**src/rtl/sensor_nivel_multi_if.sv**
```systemverilog
// ---------------------------------------------------------------------------
// sensor_nivel_multi_if
// Handshake and result bundle between the main control FSM and the
// water-level checker (sensor_nivel_multi).
//   medir      : start request (controller -> checker)
//   modo       : cup size, MODO_W bits (controller -> checker)
//   ocupado    : checker busy
//   pronto     : one-cycle result strobe
//   suficiente : enough water (valid with pronto, then held)
//   timeout    : one-cycle strobe with pronto when retries ran out
//   medida_max : largest BCD distance of the last completed request
//   db_estado  : checker FSM state code, for debug
// Modports: master = controller side, slave = checker side.
// ---------------------------------------------------------------------------
interface sensor_nivel_multi_if #(
  parameter int MODO_W = 2
);
  logic              medir;
  logic [MODO_W-1:0] modo;
  logic              ocupado;
  logic              pronto;
  logic              suficiente;
  logic              timeout;
  logic [11:0]       medida_max;
  logic [3:0]        db_estado;

  modport master (
    output medir, modo,
    input  ocupado, pronto, suficiente, timeout, medida_max, db_estado
  );

  modport slave (
    input  medir, modo,
    output ocupado, pronto, suficiente, timeout, medida_max, db_estado
  );
endinterface

```
**src/rtl/sensor_nivel_multi.sv**
```systemverilog
// ---------------------------------------------------------------------------
// sensor_nivel_multi
// Water-level check for the coffee reservoir. Each accepted request takes
// AMOSTRAS ultrasonic samples through an internal HC-SR04 front end, keeps
// the largest distance (least water) and compares it with the threshold of
// the selected cup size. Every sample has its own timeout and a bounded
// retry budget; a failed attempt forces a reset of the front end.
//
// Ports:
//   clock   : system clock (50 MHz)
//   reset   : asynchronous, active-low reset
//   echo    : HC-SR04 echo input
//   trigger : HC-SR04 trigger output
//   ctrl    : sensor_nivel_multi_if.slave (medir, modo, ocupado, pronto,
//             suficiente, timeout, medida_max, db_estado)
//
// Optional build macro: SENSOR_NIVEL_VALIDA_BCD_EN -- when defined, a
// reading with any nibble above 9 is discarded and handled as a failed
// attempt. When undefined every reading is accepted as-is.
//
// CICLOS_TRIG / CICLOS_CM size the front end: trigger pulse width and echo
// cycles per centimetre (58.8 us/cm at 50 MHz).
// ---------------------------------------------------------------------------

// HC-SR04 front end: on medir_i emits a CICLOS_TRIG-cycle trigger, then
// measures the echo pulse width and converts it to centimetres in BCD
// (three digits, saturating at 999). It waits for the echo indefinitely;
// the caller owns the timeout and resets this block to abandon an attempt.
module interface_hcsr04 #(
  parameter int CICLOS_TRIG = 500,
  parameter int CICLOS_CM   = 2941
) (
  input  logic        clock,
  input  logic        reset,
  input  logic        medir_i,
  input  logic        echo_i,
  output logic        trigger_o,
  output logic        pronto_o,
  output logic [11:0] medida_o
);
  localparam int TRIG_W = $clog2(CICLOS_TRIG + 1);
  localparam int DIV_W  = $clog2(CICLOS_CM + 1);
  localparam logic [TRIG_W-1:0] TRIG_LIM = TRIG_W'(CICLOS_TRIG - 1);
  localparam logic [DIV_W-1:0]  DIV_LIM  = DIV_W'(CICLOS_CM - 1);

  typedef enum logic [1:0] {S_IDLE, S_TRIG, S_ECO, S_FIM} hc_estado_t;

  hc_estado_t        estado_q, estado_d;
  logic [TRIG_W-1:0] trig_q, trig_d;
  logic [DIV_W-1:0]  div_q, div_d;
  logic [11:0]       cm_q, cm_d;
  logic              viu_q, viu_d;
  logic              trigger_q;

  function automatic logic [11:0] bcd_inc(input logic [11:0] v);
    logic [11:0] r;
    r = v;
    if (v == 12'h999) begin
      r = v;
    end else if (v[3:0] != 4'd9) begin
      r[3:0] = v[3:0] + 4'd1;
    end else begin
      r[3:0] = 4'd0;
      if (v[7:4] != 4'd9) begin
        r[7:4] = v[7:4] + 4'd1;
      end else begin
        r[7:4]  = 4'd0;
        r[11:8] = v[11:8] + 4'd1;
      end
    end
    return r;
  endfunction

  always_comb begin
    estado_d = estado_q;
    trig_d   = trig_q;
    div_d    = div_q;
    cm_d     = cm_q;
    viu_d    = viu_q;
    case (estado_q)
      S_IDLE: begin
        if (medir_i) begin
          trig_d   = '0;
          div_d    = '0;
          cm_d     = '0;
          viu_d    = 1'b0;
          estado_d = S_TRIG;
        end
      end
      S_TRIG: begin
        if (trig_q == TRIG_LIM) estado_d = S_ECO;
        else                    trig_d   = trig_q + 1'b1;
      end
      S_ECO: begin
        // Pulse width counted in whole centimetres while echo is high;
        // the falling edge after a seen pulse ends the measurement.
        if (echo_i) begin
          viu_d = 1'b1;
          if (div_q == DIV_LIM) begin
            div_d = '0;
            cm_d  = bcd_inc(cm_q);
          end else begin
            div_d = div_q + 1'b1;
          end
        end else if (viu_q) begin
          estado_d = S_FIM;
        end
      end
      S_FIM:   estado_d = S_IDLE;
      default: estado_d = S_IDLE;
    endcase
  end

  always_ff @(posedge clock or negedge reset) begin
    if (!reset) begin
      estado_q  <= S_IDLE;
      trig_q    <= '0;
      div_q     <= '0;
      cm_q      <= '0;
      viu_q     <= 1'b0;
      trigger_q <= 1'b0;
    end else begin
      estado_q  <= estado_d;
      trig_q    <= trig_d;
      div_q     <= div_d;
      cm_q      <= cm_d;
      viu_q     <= viu_d;
      // Registered so the sensor pin never sees decode glitches.
      trigger_q <= (estado_d == S_TRIG);
    end
  end

  assign trigger_o = trigger_q;
  assign pronto_o  = (estado_q == S_FIM);
  assign medida_o  = cm_q;  // stable until the next medir_i
endmodule

module sensor_nivel_multi #(
  parameter int MODO_W = 2,
  parameter logic [(2**MODO_W)*12-1:0] LIMITES = {12'h030, 12'h050, 12'h070, 12'h000},
  parameter int AMOSTRAS    = 4,
  parameter int TENTATIVAS  = 3,
  parameter int TIMEOUT_M   = 50000000,
  parameter int INTERVALO_M = 3000000,
  parameter int CNT_N       = 26,
  parameter int CICLOS_TRIG = 500,
  parameter int CICLOS_CM   = 2941
) (
  input  logic                 clock,
  input  logic                 reset,
  input  logic                 echo,
  output logic                 trigger,
  sensor_nivel_multi_if.slave  ctrl
);
  localparam int NUM_MODOS = 2**MODO_W;
  localparam logic [3:0]       AMOSTRAS_L   = 4'(AMOSTRAS);
  localparam logic [2:0]       TENTATIVAS_L = 3'(TENTATIVAS);
  localparam logic [CNT_N-1:0] TIMEOUT_LIM  = CNT_N'(TIMEOUT_M - 1);
  localparam logic [CNT_N-1:0] INTERV_LIM   = CNT_N'(INTERVALO_M - 1);

  typedef enum logic [3:0] {
    OCIOSO    = 4'd0,
    PREPARA   = 4'd1,
    DISPARA   = 4'd2,
    ESPERA    = 4'd3,
    AMOSTRA   = 4'd4,
    FALHA     = 4'd5,
    INTERVALO = 4'd6,
    COMPARA   = 4'd7,
    ERRO      = 4'd8
  } estado_t;

  estado_t           estado_q, estado_d;
  logic [MODO_W-1:0] modo_q, modo_d;
  logic [3:0]        amostra_q, amostra_d;
  logic [2:0]        tentativa_q, tentativa_d;
  logic [11:0]       max_q, max_d;
  logic [11:0]       medida_max_q, medida_max_d;
  logic              suficiente_q, suficiente_d;
  logic [CNT_N-1:0]  cnt_q, cnt_d;
  logic              erro_to_q, erro_to_d;
  logic              rst_sensor_q;

  logic              sens_medir;
  logic              sens_pronto;
  logic [11:0]       sens_medida;
  logic              sens_rst_n;
  logic              amostra_ok;
  logic [11:0]       limite_sel;
  logic              cabe;

  // Threshold table unpacked from the packed parameter; 12'h000 = invalid.
  logic [11:0] limite_tab [NUM_MODOS];
  genvar gi;
  for (gi = 0; gi < NUM_MODOS; gi++) begin : g_lim
    assign limite_tab[gi] = LIMITES[12*gi +: 12];
  end
  assign limite_sel = limite_tab[modo_q];
  // Unsigned compare orders BCD values correctly.
  assign cabe = (max_q <= limite_sel);

`ifdef SENSOR_NIVEL_VALIDA_BCD_EN
  logic [2:0] nibble_ok;
  for (gi = 0; gi < 3; gi++) begin : g_bcd
    assign nibble_ok[gi] = (sens_medida[4*gi +: 4] <= 4'd9);
  end
  assign amostra_ok = &nibble_ok;
`else
  assign amostra_ok = 1'b1;
`endif

  always_comb begin
    estado_d     = estado_q;
    modo_d       = modo_q;
    amostra_d    = amostra_q;
    tentativa_d  = tentativa_q;
    max_d        = max_q;
    medida_max_d = medida_max_q;
    suficiente_d = suficiente_q;
    cnt_d        = cnt_q;
    erro_to_d    = erro_to_q;
    sens_medir   = 1'b0;
    case (estado_q)
      OCIOSO: begin
        if (ctrl.medir) begin
          modo_d       = ctrl.modo;
          amostra_d    = '0;
          tentativa_d  = '0;
          max_d        = '0;
          suficiente_d = 1'b0;
          erro_to_d    = 1'b0;
          estado_d     = PREPARA;
        end
      end
      PREPARA: begin
        if (limite_sel == 12'h000) estado_d = ERRO;
        else                       estado_d = DISPARA;
      end
      DISPARA: begin
        sens_medir = 1'b1;
        cnt_d      = '0;
        estado_d   = ESPERA;
      end
      ESPERA: begin
        cnt_d = cnt_q + 1'b1;
        // A reading landing on the last timeout cycle still counts.
        if (sens_pronto)               estado_d = AMOSTRA;
        else if (cnt_q == TIMEOUT_LIM) estado_d = FALHA;
      end
      AMOSTRA: begin
        cnt_d = '0;
        if (!amostra_ok) begin
          estado_d = FALHA;
        end else begin
          if (sens_medida > max_q) max_d = sens_medida;
          amostra_d   = amostra_q + 4'd1;
          tentativa_d = '0;
          if (amostra_q + 4'd1 == AMOSTRAS_L) estado_d = COMPARA;
          else                                estado_d = INTERVALO;
        end
      end
      FALHA: begin
        cnt_d       = '0;
        tentativa_d = tentativa_q + 3'd1;
        if (tentativa_q + 3'd1 == TENTATIVAS_L) begin
          erro_to_d = 1'b1;
          estado_d  = ERRO;
        end else begin
          estado_d  = INTERVALO;
        end
      end
      INTERVALO: begin
        if (cnt_q == INTERV_LIM) begin
          cnt_d    = '0;
          estado_d = DISPARA;
        end else begin
          cnt_d = cnt_q + 1'b1;
        end
      end
      COMPARA: begin
        suficiente_d = cabe;
        medida_max_d = max_q;
        estado_d     = OCIOSO;
      end
      ERRO: begin
        suficiente_d = 1'b0;
        erro_to_d    = 1'b0;
        estado_d     = OCIOSO;
      end
      default: estado_d = OCIOSO;
    endcase
  end

  always_ff @(posedge clock or negedge reset) begin
    if (!reset) begin
      estado_q     <= OCIOSO;
      modo_q       <= '0;
      amostra_q    <= '0;
      tentativa_q  <= '0;
      max_q        <= '0;
      medida_max_q <= '0;
      suficiente_q <= 1'b0;
      cnt_q        <= '0;
      erro_to_q    <= 1'b0;
      rst_sensor_q <= 1'b0;
    end else begin
      estado_q     <= estado_d;
      modo_q       <= modo_d;
      amostra_q    <= amostra_d;
      tentativa_q  <= tentativa_d;
      max_q        <= max_d;
      medida_max_q <= medida_max_d;
      suficiente_q <= suficiente_d;
      cnt_q        <= cnt_d;
      erro_to_q    <= erro_to_d;
      // Flopped so the front end's asynchronous reset is glitch-free;
      // it is high exactly during the FALHA cycle.
      rst_sensor_q <= (estado_d == FALHA);
    end
  end

  assign sens_rst_n = reset & ~rst_sensor_q;

  interface_hcsr04 #(
    .CICLOS_TRIG (CICLOS_TRIG),
    .CICLOS_CM   (CICLOS_CM)
  ) u_hcsr04 (
    .clock     (clock),
    .reset     (sens_rst_n),
    .medir_i   (sens_medir),
    .echo_i    (echo),
    .trigger_o (trigger),
    .pronto_o  (sens_pronto),
    .medida_o  (sens_medida)
  );

  // Result is shown combinationally in COMPARA so it is valid with pronto.
  assign ctrl.ocupado    = (estado_q != OCIOSO);
  assign ctrl.pronto     = (estado_q == COMPARA) || (estado_q == ERRO);
  assign ctrl.timeout    = (estado_q == ERRO) && erro_to_q;
  assign ctrl.suficiente = (estado_q == COMPARA) ? cabe : suficiente_q;
  assign ctrl.medida_max = (estado_q == COMPARA) ? max_q : medida_max_q;
  assign ctrl.db_estado  = estado_q;
endmodule

```
**src/flat_wrapper.sv**
```systemverilog
// flat-port wrapper written by rule: the top's interface ports become plain ports
module sensor_nivel_multi_flat 
#(
  parameter int MODO_W = 2,
  parameter logic [(2**MODO_W)*12-1:0] LIMITES = {12'h030, 12'h050, 12'h070, 12'h000},
  parameter int AMOSTRAS    = 4,
  parameter int TENTATIVAS  = 3,
  parameter int TIMEOUT_M   = 50000000,
  parameter int INTERVALO_M = 3000000,
  parameter int CNT_N       = 26,
  parameter int CICLOS_TRIG = 500,
  parameter int CICLOS_CM   = 2941
)
  (clock, reset, echo, trigger, ctrl_medir, ctrl_modo, ctrl_ocupado, ctrl_pronto, ctrl_suficiente, ctrl_timeout, ctrl_medida_max, ctrl_db_estado);
  sensor_nivel_multi_if #(.MODO_W(MODO_W)) ctrl_i ();
  input  logic clock;
  input  logic reset;
  input  logic echo;
  output logic trigger;
  input wire logic [$bits(ctrl_i.medir)-1:0] ctrl_medir;
  input wire logic [$bits(ctrl_i.modo)-1:0] ctrl_modo;
  output wire logic [$bits(ctrl_i.ocupado)-1:0] ctrl_ocupado;
  output wire logic [$bits(ctrl_i.pronto)-1:0] ctrl_pronto;
  output wire logic [$bits(ctrl_i.suficiente)-1:0] ctrl_suficiente;
  output wire logic [$bits(ctrl_i.timeout)-1:0] ctrl_timeout;
  output wire logic [$bits(ctrl_i.medida_max)-1:0] ctrl_medida_max;
  output wire logic [$bits(ctrl_i.db_estado)-1:0] ctrl_db_estado;
  assign ctrl_i.medir = ctrl_medir;
  assign ctrl_i.modo = ctrl_modo;
  assign ctrl_ocupado = ctrl_i.ocupado;
  assign ctrl_pronto = ctrl_i.pronto;
  assign ctrl_suficiente = ctrl_i.suficiente;
  assign ctrl_timeout = ctrl_i.timeout;
  assign ctrl_medida_max = ctrl_i.medida_max;
  assign ctrl_db_estado = ctrl_i.db_estado;
  sensor_nivel_multi #(.MODO_W(MODO_W), .LIMITES(LIMITES), .AMOSTRAS(AMOSTRAS), .TENTATIVAS(TENTATIVAS), .TIMEOUT_M(TIMEOUT_M), .INTERVALO_M(INTERVALO_M), .CNT_N(CNT_N), .CICLOS_TRIG(CICLOS_TRIG), .CICLOS_CM(CICLOS_CM)) u_core (.clock(clock), .reset(reset), .echo(echo), .trigger(trigger), .ctrl(ctrl_i));
endmodule
```
**config.mk**
```make
export PLATFORM = sky130hd
export DESIGN_NAME = sensor_nivel_multi_flat
export DESIGN_NICKNAME = d
export VERILOG_FILES = /design/src/rtl/sensor_nivel_multi_if.sv /design/src/rtl/sensor_nivel_multi.sv /design/src/flat_wrapper.sv
export SDC_FILE = /design/constraint.sdc
export NUM_CORES = 1
export LEC_CHECK = 0
export BUFFER_PORTS_ARGS = -buffer_cell sky130_fd_sc_hd__buf_4
export CAP_MARGIN = 5
export CORE_ASPECT_RATIO = 1.2
export CORE_MARGIN = 5
export CORE_UTILIZATION = 45
export CTS_CLUSTER_DIAMETER = 60
export DETAILED_ROUTE_END_ITERATION = 12
export RECOVER_POWER = 25
export SYNTH_ARGS = -nofsm -noshare
export SYNTH_HDL_FRONTEND = slang
export SYNTH_SLANG_ARGS = --single-unit
```
**constraint.sdc**
```tcl
create_clock -name clock -period 3.22 [get_ports clock]
set_input_delay 0.966 -clock clock [delete_from_list [all_inputs] [get_ports clock]]
set_output_delay 0.966 -clock clock [all_outputs]
set_load 0.05 [all_outputs]
```
==> results summary <==
The number of setup violations in the final report came out at 0. The pin count of the biggest net entering global routing is 42. The signal on the critical path passes through inv_2, ha_4, inv_2, ha_4, nand2_1, nor3_2, a32oi_1, or4_4, nand2_2, buf_8.

The clock latency on the worst-skew pair is 0.35 ns. Across all setup checks in the final design, the least slack found is 0.00603 ns. The non-filler instance count after layout is 804. The library cells used most frequently in the layout, excluding fill and tap cells, are sky130_fd_sc_hd__dfrtp_1 (103), sky130_fd_sc_hd__nand2_1 (80), sky130_fd_sc_hd__nor2_1 (56). The first-pass iteration count of the detailed router is 7. The clock input transition at the sequential cells of the worst setup and hold paths came out at 0.07 ns. For this run, the number of Yosys warnings is 0. The die area came out at 0.0151 mm^2.

The mean cell area of the mapped netlist is approximately 9.3 um^2. For the pin with the worst max-slew slack, the measured transition is 1.47 ns. The overall global routing resource usage is 0.175. At the worst endpoint, the required time is about 2.3 ns. The initial utilization of the core area, before any placement, comes to 0.456. The number of max-slew violations in the final report came out at 0. The via count of the first global-routing pass is 4507. The worst-path maximum fanout is 3.

The number of placed I/O pins came out at 27. The number of sinks handled by clock tree synthesis is about 100. The region available for standard cell placement spans 0.0126 mm^2. TritonCTS built the clock tree. The vias per cell is 5.52.

The number of nets produced by synthesis came out at between 600 and 700. In the synthesized netlist, the number of instances is between 600 and 700. For this run, the post-layout net count is 673.

The initial antenna violation count was 0. The type of the worst setup path is register to output pin. The worst setup path is launched from a register. The part of the cycle the worst path needs came out at 0.998. Once detailed placement completed, the half-perimeter wirelength came to 9130 um. The number of max-cap violations came out at 0. The count of nets left with antenna violations once routing finished came out at 0. Among cell families on the critical path, the largest total delay comes from simple AND/OR/NAND/NOR gates. The wire length per cell came out at approximately 16 um.

Summed over all layers, the global routing overflow is 0. The worst supply voltage drop on vdd is 0.296 mV. The number of antenna diodes in the final layout is 0.

The final layout contains routed wiring with a total length of 12500 um. Routability-driven placement finished with a final weighted congestion of roughly 0.83. The number of buffers inserted for hold repair after clock tree synthesis is 0. The number of synthesized flops with an enable pin is 0. The leakage power of the design is between 2 and 3 nW.

The number of buffer and inverter stages on the critical path came out at 3. The most common cell after layout, fill and taps aside is sky130_fd_sc_hd__dfrtp_1. Input and output buffers added on the ports amount to 26. The highest clock frequency the design can meet came out at 311 MHz.

The H-tree depth reported by CTS is 3. Setup repair after global routing could not meet its margin everywhere. The minimum setup slack after placement is 0.128 ns. In this run, distinct cell masters in the synthesized netlist total between 50 and 60. The floorplan step set the die width to approximately 110 um. The commonest register cell after synthesis is sky130_fd_sc_hd__dfrtp_1. The arrival time reported for the critical path endpoint is 2.25 ns.

The wire length of the first global-routing pass came out at 21700 um. The share of synthesized area occupied by flip-flops and latches came out at 0.450. The number of storage elements in the synthesis netlist is 103. The headroom to the max-slew limit is 0.0212. The floorplan has 45 rows. The time the final worst path needs with I/O delays and setup is 3.21 ns. The tightest hold path in the finished design has a slack of 0.467 ns. The height of the die came out at roughly 130 um. The tree is rooted in a sky130_fd_sc_hd__clkbuf_16. The slowest stage of the critical path is the sky130_fd_sc_hd__or4_4 cell. The biggest cell delay along the critical path came out at 0.44 ns. The worst setup path is captured at an output pin. Across all layers, the routed design uses 4440 vias. The synthesis-to-finish area growth is 11.5%.

The first-iteration detailed-routing DRC count is 227. The fraction of layout instances using a drive strength above 1 is 0.113. The flow ran to the end, and the final reports show no timing, DRC or antenna violations.

The final hold violation count is 0. The total power density per cell area is 488 mW/mm^2. The number of placed cells counting well taps is approximately 800. The worst hold path belongs to the class register to async pin. The maximum clock insertion buffer count came out at 2.

The worst clock skew is around 0.012 ns. In this run, CTS created clock tree buffers numbering 9. After detailed routing, the number of remaining DRC violations is 0. The synthesized netlist occupies a cell area of between 0.005 and 0.006 mm^2. In the synthesized netlist the async set-or-reset flop fraction comes to 1.00. The sum of internal, switching and leakage power is 3.11 mW.
final timing paths:
| path | startpoint | endpoint | slack, ns | cells past startpoint |
|---|---|---|---|---|
| worst max-delay path | u_core.modo_q[0] | ctrl_suficiente | 0.006 | 10 |
| worst min-delay path | u_core.rst_sensor_q | u_core.u_hcsr04.trig_q[4] | 0.47 | 2 |
| worst max register to register | u_core.ctrl.db_estado[0] | u_core.u_hcsr04.medida_o[3] | 0.60 | 6 |
| worst min register to register | u_core.rst_sensor_q | u_core.u_hcsr04.trig_q[4] | 0.47 | 2 |
| max in group asynchronous | reset | u_core.cnt_q[15] | 0.57 | 2 |
| min in group clock | u_core.u_hcsr04.viu_q | u_core.u_hcsr04.viu_q | 0.49 | 2 |
sequential cells by signal (all words and copies together), names as in the netlist, 2 cells and up:
| signal | cells |
|---|---|
| u_core.u_hcsr04.div_q | 12 |
| u_core.u_hcsr04.medida_o | 12 |
| u_core.medida_max_q | 12 |
| u_core.u_hcsr04.trig_q | 9 |
| u_core.cnt_q | 26 |
| u_core.u_hcsr04.estado_q | 2 |
| u_core.max_q | 12 |
| u_core.ctrl.db_estado | 4 |
| u_core.amostra_q | 4 |
| u_core.tentativa_q | 3 |
| u_core.modo_q | 2 |
worst reg2reg max path, stage by stage (launching register included):
cell and delay (ns):
sky130_fd_sc_hd__dfrtp_1 0.38, sky130_fd_sc_hd__clkbuf_1 0.35, sky130_fd_sc_hd__or4b_4 0.64, sky130_fd_sc_hd__o21ai_4 0.36, sky130_fd_sc_hd__and2_1 0.40, sky130_fd_sc_hd__nand3_2 0.13, sky130_fd_sc_hd__o31ai_1 0.26
stage by stage:
stage                util  TNS (ns)  instance area (um^2)
finish              0.508         0                  6380
global route        0.508   -0.0860                  6380
CTS                 0.508         0                  6380
detailed placement  0.485         0                  6090
global placement    0.485         0                  6090
floorplan               -     -1.44                  5720
what timing repair did:
item,CTS,global route
pin swaps,5,0
endpoints found under the setup margin,1,1
resized for setup,9,3
setup buffers,0,0
hold endpoints to repair,0,0
power breakdown:
group	switching (mW)	internal, mW	total, mW
Combinational	0.504	0.233	0.738
Sequential	0.0453	1.34	1.38
Clock	0.454	0.534	0.988
Total	1.00	2.11	3.11
kinds of logic after synthesis:
| logic type | Yosys count | share of synthesized area |
|---|---|---|
| AO/OA/AOI/OAI | 96 | 0.107 |
| XOR/XNOR | 35 | 0.0536 |
| adder cells (fa/ha/maj) | 29 | 0.0634 |
| buffers and inverters | 58 | 0.0455 |
| flip-flops | 103 | 0.450 |
| multiplexers | 16 | 0.0286 |
| AND/OR/NAND/NOR | 275 | 0.252 |
synth_stat cells (all sizes together), types with 2 or more instances:
| cell | count | area share |
|---|---|---|
| nor3 | 12 | 0.010 |
| nand4 | 24 | 0.031 |
| nand4b | 2 | 0.0031 |
| mux2i | 13 | 0.023 |
| nand2 | 81 | 0.053 |
| or3 | 6 | 0.0066 |
| nor2b | 8 | 0.0087 |
| nand2b | 7 | 0.0077 |
| clkbuf | 9 | 0.0059 |
| o41ai | 2 | 0.0063 |
| o21ai | 55 | 0.050 |
| ha | 29 | 0.063 |
| nand3b | 9 | 0.012 |
| a21o | 2 | 0.0026 |
| inv | 37 | 0.024 |
| o211ai | 3 | 0.0039 |
| and4 | 5 | 0.0077 |
| xnor2 | 18 | 0.028 |
| nor4 | 5 | 0.0081 |
| or4 | 5 | 0.0066 |
| buf | 12 | 0.015 |
| or2 | 3 | 0.0033 |
| and2 | 4 | 0.0044 |
| and3 | 13 | 0.014 |
| a21oi | 13 | 0.011 |
| or3b | 2 | 0.0031 |
| a31oi | 4 | 0.0070 |
| nor4b | 2 | 0.0031 |
| mux2 | 3 | 0.0059 |
| xor2 | 17 | 0.026 |
| nor3b | 2 | 0.0026 |
| nor2 | 56 | 0.037 |
| nand3 | 26 | 0.024 |
| o31ai | 8 | 0.010 |
| dfrtp | 103 | 0.45 |
final cells by class:
type / count / area, um^2
fillers: 1169 / 6180
clock buffers: 12 / 246
repair buffers: 36 / 268
well taps: 164 / 205
inverters: 37 / 139
clock inverters: 1 / 7.51
flip-flops and latches: 103 / 2580
multi-input cells: 451 / 2930
layer usage:
metal  GRT usage  vias up  part of all wire
li1            -     2194                 -
met1       0.212     2191              0.43
met2       0.314       42              0.53
met3      0.0254       13             0.019
met4      0.0608        0             0.013
met5           0        -                 0
Power figures use the tool's default switching activity.
